### config.mk
export PLATFORM = sky130hd
export DESIGN_NAME = fp_div_arbiter
export DESIGN_NICKNAME = d
export VERILOG_FILES = /design/src/rtl/fp_pkg.sv /design/src/rtl/rr_arbiter.sv /design/src/rtl/fp_div_arbiter.sv
export SDC_FILE = /design/constraint.sdc
export NUM_CORES = 1
export LEC_CHECK = 0
export CAP_MARGIN = 30
export CORE_AREA = 10 10 294 296
export CTS_CLUSTER_SIZE = 8
export DETAILED_ROUTE_END_ITERATION = 7
export DIE_AREA = 0 0 304 306
export HOLD_SLACK_MARGIN = 0.1
export PLACE_DENSITY = 0.43
export SETUP_SLACK_MARGIN = 0.4
export SLEW_MARGIN = 0
export SYNTH_ARGS = -nofsm -noshare
export SYNTH_HDL_FRONTEND = slang
export SYNTH_SLANG_ARGS = --single-unit
### constraint.sdc
create_clock -name clk -period 14.28 [get_ports clk]
set_input_delay 2.142 -clock clk [delete_from_list [all_inputs] [get_ports clk]]
set_output_delay 2.142 -clock clk [all_outputs]
set_load 0.05 [all_outputs]
### src/rtl/fp_pkg.sv
// Shared types and constants for the floating-point divider front end.
package fp_pkg;

  typedef enum logic [1:0] {
    IDLE,
    ISSUE,
    WAIT,
    RESP
  } state_e;

  localparam logic [63:0] FP64_QNAN = 64'h7FF8_0000_0000_0000;

endpackage

### src/rtl/rr_arbiter.sv
// Combinational round-robin pick: first asserted request at or after prio, wrapping.
module rr_arbiter #(
  parameter int unsigned N = 4,
  localparam int unsigned ID_W = $clog2(N)
) (
  input  logic [N-1:0]    req,
  input  logic [ID_W-1:0] prio,
  output logic [N-1:0]    gnt,
  output logic [ID_W-1:0] gnt_idx,
  output logic            any
);

  always_comb begin
    int unsigned idx;
    gnt     = '0;
    gnt_idx = '0;
    any     = 1'b0;
    idx     = 0;
    for (int unsigned i = 0; i < N; i++) begin
      idx = (32'(prio) + i) % N;
      if (!any && req[idx]) begin
        any          = 1'b1;
        gnt[idx]     = 1'b1;
        gnt_idx      = ID_W'(idx);
      end
    end
  end

endmodule

### src/rtl/fp_div_arbiter.sv
// Shares one multi-cycle fp64 divider among N_REQ requesters, one operation at a time,
// with a watchdog that abandons a stuck divide and returns a tagged qNaN error response.
module fp_div_arbiter
  import fp_pkg::*;
#(
  parameter int unsigned N_REQ   = 4,
  parameter int unsigned TIMEOUT = 255,
  localparam int unsigned ID_W   = $clog2(N_REQ)
) (
  input  logic                  clk,
  input  logic                  reset,
  input  logic [N_REQ-1:0]      req_valid,
  output logic [N_REQ-1:0]      req_ready,
  input  logic [N_REQ*64-1:0]   req_a,
  input  logic [N_REQ*64-1:0]   req_b,
  output logic                  rsp_valid,
  input  logic                  rsp_ready,
  output logic [ID_W-1:0]       rsp_id,
  output logic [63:0]           rsp_data,
  output logic                  rsp_err,
  output logic                  div_start,
  output logic [63:0]           div_a,
  output logic [63:0]           div_b,
  input  logic                  div_done,
  input  logic [63:0]           div_res,
  output logic                  div_flush,
  output logic                  busy
);

  localparam int unsigned CNT_W = (TIMEOUT > 1) ? $clog2(TIMEOUT) : 1;

  state_e            state_q, state_d;
  logic [ID_W-1:0]   prio_q, prio_d;
  logic [63:0]       div_a_q, div_a_d, div_b_q, div_b_d;
  logic [ID_W-1:0]   rsp_id_q, rsp_id_d;
  logic [63:0]       rsp_data_q, rsp_data_d;
  logic              rsp_err_q, rsp_err_d;
  logic [CNT_W-1:0]  wdog_q, wdog_d;
  logic              flush_q, flush_d;

  logic [N_REQ-1:0]  gnt;
  logic [ID_W-1:0]   gnt_idx;
  logic              gnt_any;

  rr_arbiter #(
    .N (N_REQ)
  ) u_rr_arbiter (
    .req     (req_valid),
    .prio    (prio_q),
    .gnt     (gnt),
    .gnt_idx (gnt_idx),
    .any     (gnt_any)
  );

  always_comb begin
    state_d    = state_q;
    prio_d     = prio_q;
    div_a_d    = div_a_q;
    div_b_d    = div_b_q;
    rsp_id_d   = rsp_id_q;
    rsp_data_d = rsp_data_q;
    rsp_err_d  = rsp_err_q;
    wdog_d     = wdog_q;
    flush_d    = 1'b0;
    unique case (state_q)
      IDLE: begin
        if (gnt_any) begin
          state_d  = ISSUE;
          div_a_d  = req_a[{gnt_idx, 6'd0} +: 64];
          div_b_d  = req_b[{gnt_idx, 6'd0} +: 64];
          rsp_id_d = gnt_idx;
          prio_d   = (32'(gnt_idx) == N_REQ - 1) ? '0 : gnt_idx + ID_W'(1);
        end
      end
      ISSUE: begin
        wdog_d  = '0;
        state_d = WAIT;
      end
      WAIT: begin
        wdog_d = wdog_q + CNT_W'(1);
        // A completion in the last watchdog cycle still wins over the timeout.
        if (div_done) begin
          rsp_data_d = div_res;
          rsp_err_d  = 1'b0;
          state_d    = RESP;
        end else if (wdog_q == CNT_W'(TIMEOUT - 1)) begin
          rsp_data_d = FP64_QNAN;
          rsp_err_d  = 1'b1;
          flush_d    = 1'b1;
          state_d    = RESP;
        end
      end
      RESP: begin
        if (rsp_ready) state_d = IDLE;
      end
      default: state_d = IDLE;
    endcase
  end

  always_ff @(posedge clk or posedge reset) begin
    if (reset) begin
      state_q    <= IDLE;
      prio_q     <= '0;
      div_a_q    <= '0;
      div_b_q    <= '0;
      rsp_id_q   <= '0;
      rsp_data_q <= '0;
      rsp_err_q  <= 1'b0;
      wdog_q     <= '0;
      flush_q    <= 1'b0;
    end else begin
      state_q    <= state_d;
      prio_q     <= prio_d;
      div_a_q    <= div_a_d;
      div_b_q    <= div_b_d;
      rsp_id_q   <= rsp_id_d;
      rsp_data_q <= rsp_data_d;
      rsp_err_q  <= rsp_err_d;
      wdog_q     <= wdog_d;
      flush_q    <= flush_d;
    end
  end

  assign req_ready = (state_q == IDLE) ? gnt : '0;
  assign rsp_valid = (state_q == RESP);
  assign div_start = (state_q == ISSUE);
  assign busy      = (state_q != IDLE);
  assign rsp_id    = rsp_id_q;
  assign rsp_data  = rsp_data_q;
  assign rsp_err   = rsp_err_q;
  assign div_a     = div_a_q;
  assign div_b     = div_b_q;
  assign div_flush = flush_q;

endmodule

==> flow_metrics.py <==
metrics = {
    "worst_setup_path": {
        "cp.arrival_ps": 5260,
        "worstPathCellList": "clkdlybuf4s50_1 -> mux4_2 -> nor2b_4 -> a22oi_1 -> nor2_1 -> a21oi_1 -> a21oi_1 -> clkdlybuf4s50_1",
        "worstPathMaxFanout": 10,
        "worst_path_largest_cell_delay_ps": 1000,
        "critPathSlowestCell": "clkdlybuf4s50_1",
        "rr_worst_depth": 10,
        "cp-end-kind": "output pin",
        "reg2reg_to": "div_a[53]$_DFFE_PP0P_",
        "critPathKind": "primary input to output pin",
        "start_kind": "primary input",
        "rr_startpoint": "prio_q[1]$_DFFE_PP0P_",
        "cp.required_ps": 12140,
        "regToRegSetupSlack_ps": 9510,
    },
    "global_routing": {
        "track_usage_pct": 15.2,
        "grt_max_degree": 88,
        "grt_pass1_vias": 14000,
        "gr-total-overflow": 0,
        "grt_first_pass_wirelength_mm": 107,
        "antenna_found_initial": 8,
    },
    "timing": {
        "setup_violations": 0,
        "setup-tns-final_ps": 0,
        "hold_viol": 0,
        "rsz0062_at_grt": "no",
        "worst_slew_pin_slew_ps": 996,
        "slew_violations": 0,
        "hold_slack_ps": 476,
        "clock.fmax_ghz": 0.135,
        "finalCritPeriodShare_pct": 51.8,
        "period_needed_ps": 7400,
        "maxSlewHeadroom_pct": 33.6,
        "skew_ps": 10.0,
    },
    "route": {
        "vias": 12800,
        "routed_wl_mm": 74.8,
        "dr.pass1.iters": 5,
        "drt_iter0_drc": 802,
        "ant_nets": 0,
        "viasPerCell": 4.34,
        "route.detailed.drc": 0,
        "wl_per_cell_um": 25.3,
    },
    "placement": {
        "finalWeightedCongestion": 0.809,
        "portBuffers": 786,
        "dp_cells": 2908,
        "hpwl_mm": 57.4,
        "placed_area_sq_mm": 0.0214,
    },
    "clock_network": {
        "clkSinkCount": 208,
        "cts_buffer_depth": 3,
        "post_cts_buffers": 0,
        "cts_hold_buffers": 0,
        "cts_max_level": 1,
        "clk_latency_ps": 610,
        "cts-resized-gates": 0,
        "clk_pin_slew_ps": 60,
        "cts_buffers": 31,
        "cts_tree": "done",
        "cts_root_buf": "clkbuf_16",
    },
    "layout": {
        "final_cell_area_sq_mm": 0.0223,
        "final_cell_mix": "clkdlybuf4s50_1 (786), dfrtp_1 (208), nand2_1 (183), mux2_2 (130), mux4_2 (69)",
        "area_growth_pct": 80.1,
        "fin_nets": 2481,
        "final_common_cell": "clkdlybuf4s50_1",
        "layout-drive-gt1-share_pct": 14.4,
        "utilization_pct": 27.8,
        "layout.cells.non_filler": 2959,
    },
    "status": {
        "status": "finished, final reports clean",
    },
    "synthesis": {
        "avgSynthCellArea_sq_um": 10.9,
        "synthTopCellsByArea": "dfrtp_1 (42%), mux4_2 (13%), mux2_2 (12%)",
        "synth_area_sq_mm": 0.0124,
        "synth.distinct_cells": 39,
        "syn_nets": 1739,
        "synth_seq_area_share_pct": 42.0,
        "ys_warn_count": 0,
        "synth_cells": 1141,
        "ys_ff_latch": 208,
        "yosysTopAreaCellShare_pct": 42.0,
        "synth_top_cell_by_area": "dfrtp_1",
    },
    "floorplan": {
        "die_h_um": 306,
        "num_io_pins": 787,
        "start_util_pct": 15.4,
        "rows": 104,
        "core_area_sq_mm": 0.0803,
        "fp.dieArea_sq_mm": 0.0930,
        "die_w_um": 304,
    },
    "pwr": {
        "power.leakage_nw": 8.61,
        "power_density_mw_per_mm2": 244,
        "ir_drop_uv": 118,
    },
    "worst_hold_path": {
        "holdCritPathClass": "flop to flop",
        "min_from": "rsp_id[1]$_DFFE_PP0P_",
        "whs_path_depth": 2,
        "holdPathEnd": "rsp_id[1]$_DFFE_PP0P_",
    },
    "run": {
        "drv_cap": 0,
    },
}
## routing by layer
layer	wire [um]	track usage, %
met4	1430	3.42
met3	5310	4.45
met2	39200	28.0
met1	28800	17.1
met5	0	0
## sequential cells by signal (all words and copies together) (netlist names)
name       cells
div_a         64
rsp_err        1
wdog_q         8
div_b         64
state_q        2
prio_q         2
div_flush      1
rsp_id         2
rsp_data      64
## cell type report
cell class,count,area (sq um)
multi-input combinational,820,6750
tap,1060,1330
inverter,13,56.3
clock inverter,2,25.0
sequential,208,5200
fill,8307,58000
timing repair buffer,809,8120
antenna,5,12.5
clock buffer,42,837
## cells in the mapped netlist, drive strengths merged
cell / count
mux4: 69
a2bb2oi: 1
nor3b: 2
o31ai: 3
a21oi: 25
nor2: 40
buf: 38
o22ai: 65
a211oi: 2
o21ai: 68
nand2b: 5
and2: 2
dfrtp: 208
nand2: 187
or3: 1
a32oi: 2
nor3: 4
and3: 1
a2111oi: 2
nand3: 57
a22oi: 4
nand4: 1
mux2i: 65
clkbuf: 62
inv: 13
o221ai: 63
mux2: 130
xor2: 1
nor2b: 5
o31a: 1
ha: 14
## cells by family (layout without fill, tap and decap cells)
logic type / Yosys count / count (layout) / share of synthesized area [%]
multiplexers: 264 / 264 / 29.6
adder cells (fa/ha/maj): 14 / 14 / 1.41
flip-flops: 208 / 208 / 42.0
other: 0 / 5 / 0
XOR/XNOR: 1 / 1 / 0.0706
buffers and inverters: 113 / 866 / 4.01
AND/OR/NAND/NOR: 305 / 305 / 10.3
AO/OA/AOI/OAI: 236 / 236 / 12.6
## worst max-delay path, delay by kind of cell
family,cells,cell delay (ps)
buf+inv,2,1590
simple gates,2,350
mux,1,670
compound gates,3,490
## how the worst max path moves through the flow
stage / start / endpoint / depth (start not counted)
2_1_floorplan: reset / div_a[0]$_DFFE_PP0P_ / 1
3_3_place_gp: req_valid[2] / req_ready[1] / 8
3_5_place_dp: req_valid[2] / req_ready[1] / 8
4_1_cts: req_valid[2] / req_ready[1] / 8
5_1_grt: req_valid[2] / req_ready[1] / 8
6_report: req_valid[2] / req_ready[1] / 8
## power by group
part           internal, W  switching, W  leakage (nW)  total (W)
clock network     0.000400      0.000304         0.421   0.000704
registers         0.000880      0.000161          2.52    0.00104
logic              0.00144       0.00226          5.66    0.00371
total              0.00272       0.00273          8.61    0.00545
## metrics by stage
step                setup WS (ps)  power, W
global placement             6920   0.00476
floorplan                    6460   0.00349
global route                 6690   0.00578
CTS                          6830   0.00556
detailed placement           6840   0.00481
finish                       6880   0.00545
Note: power is estimated with default switching activity, not from simulation.
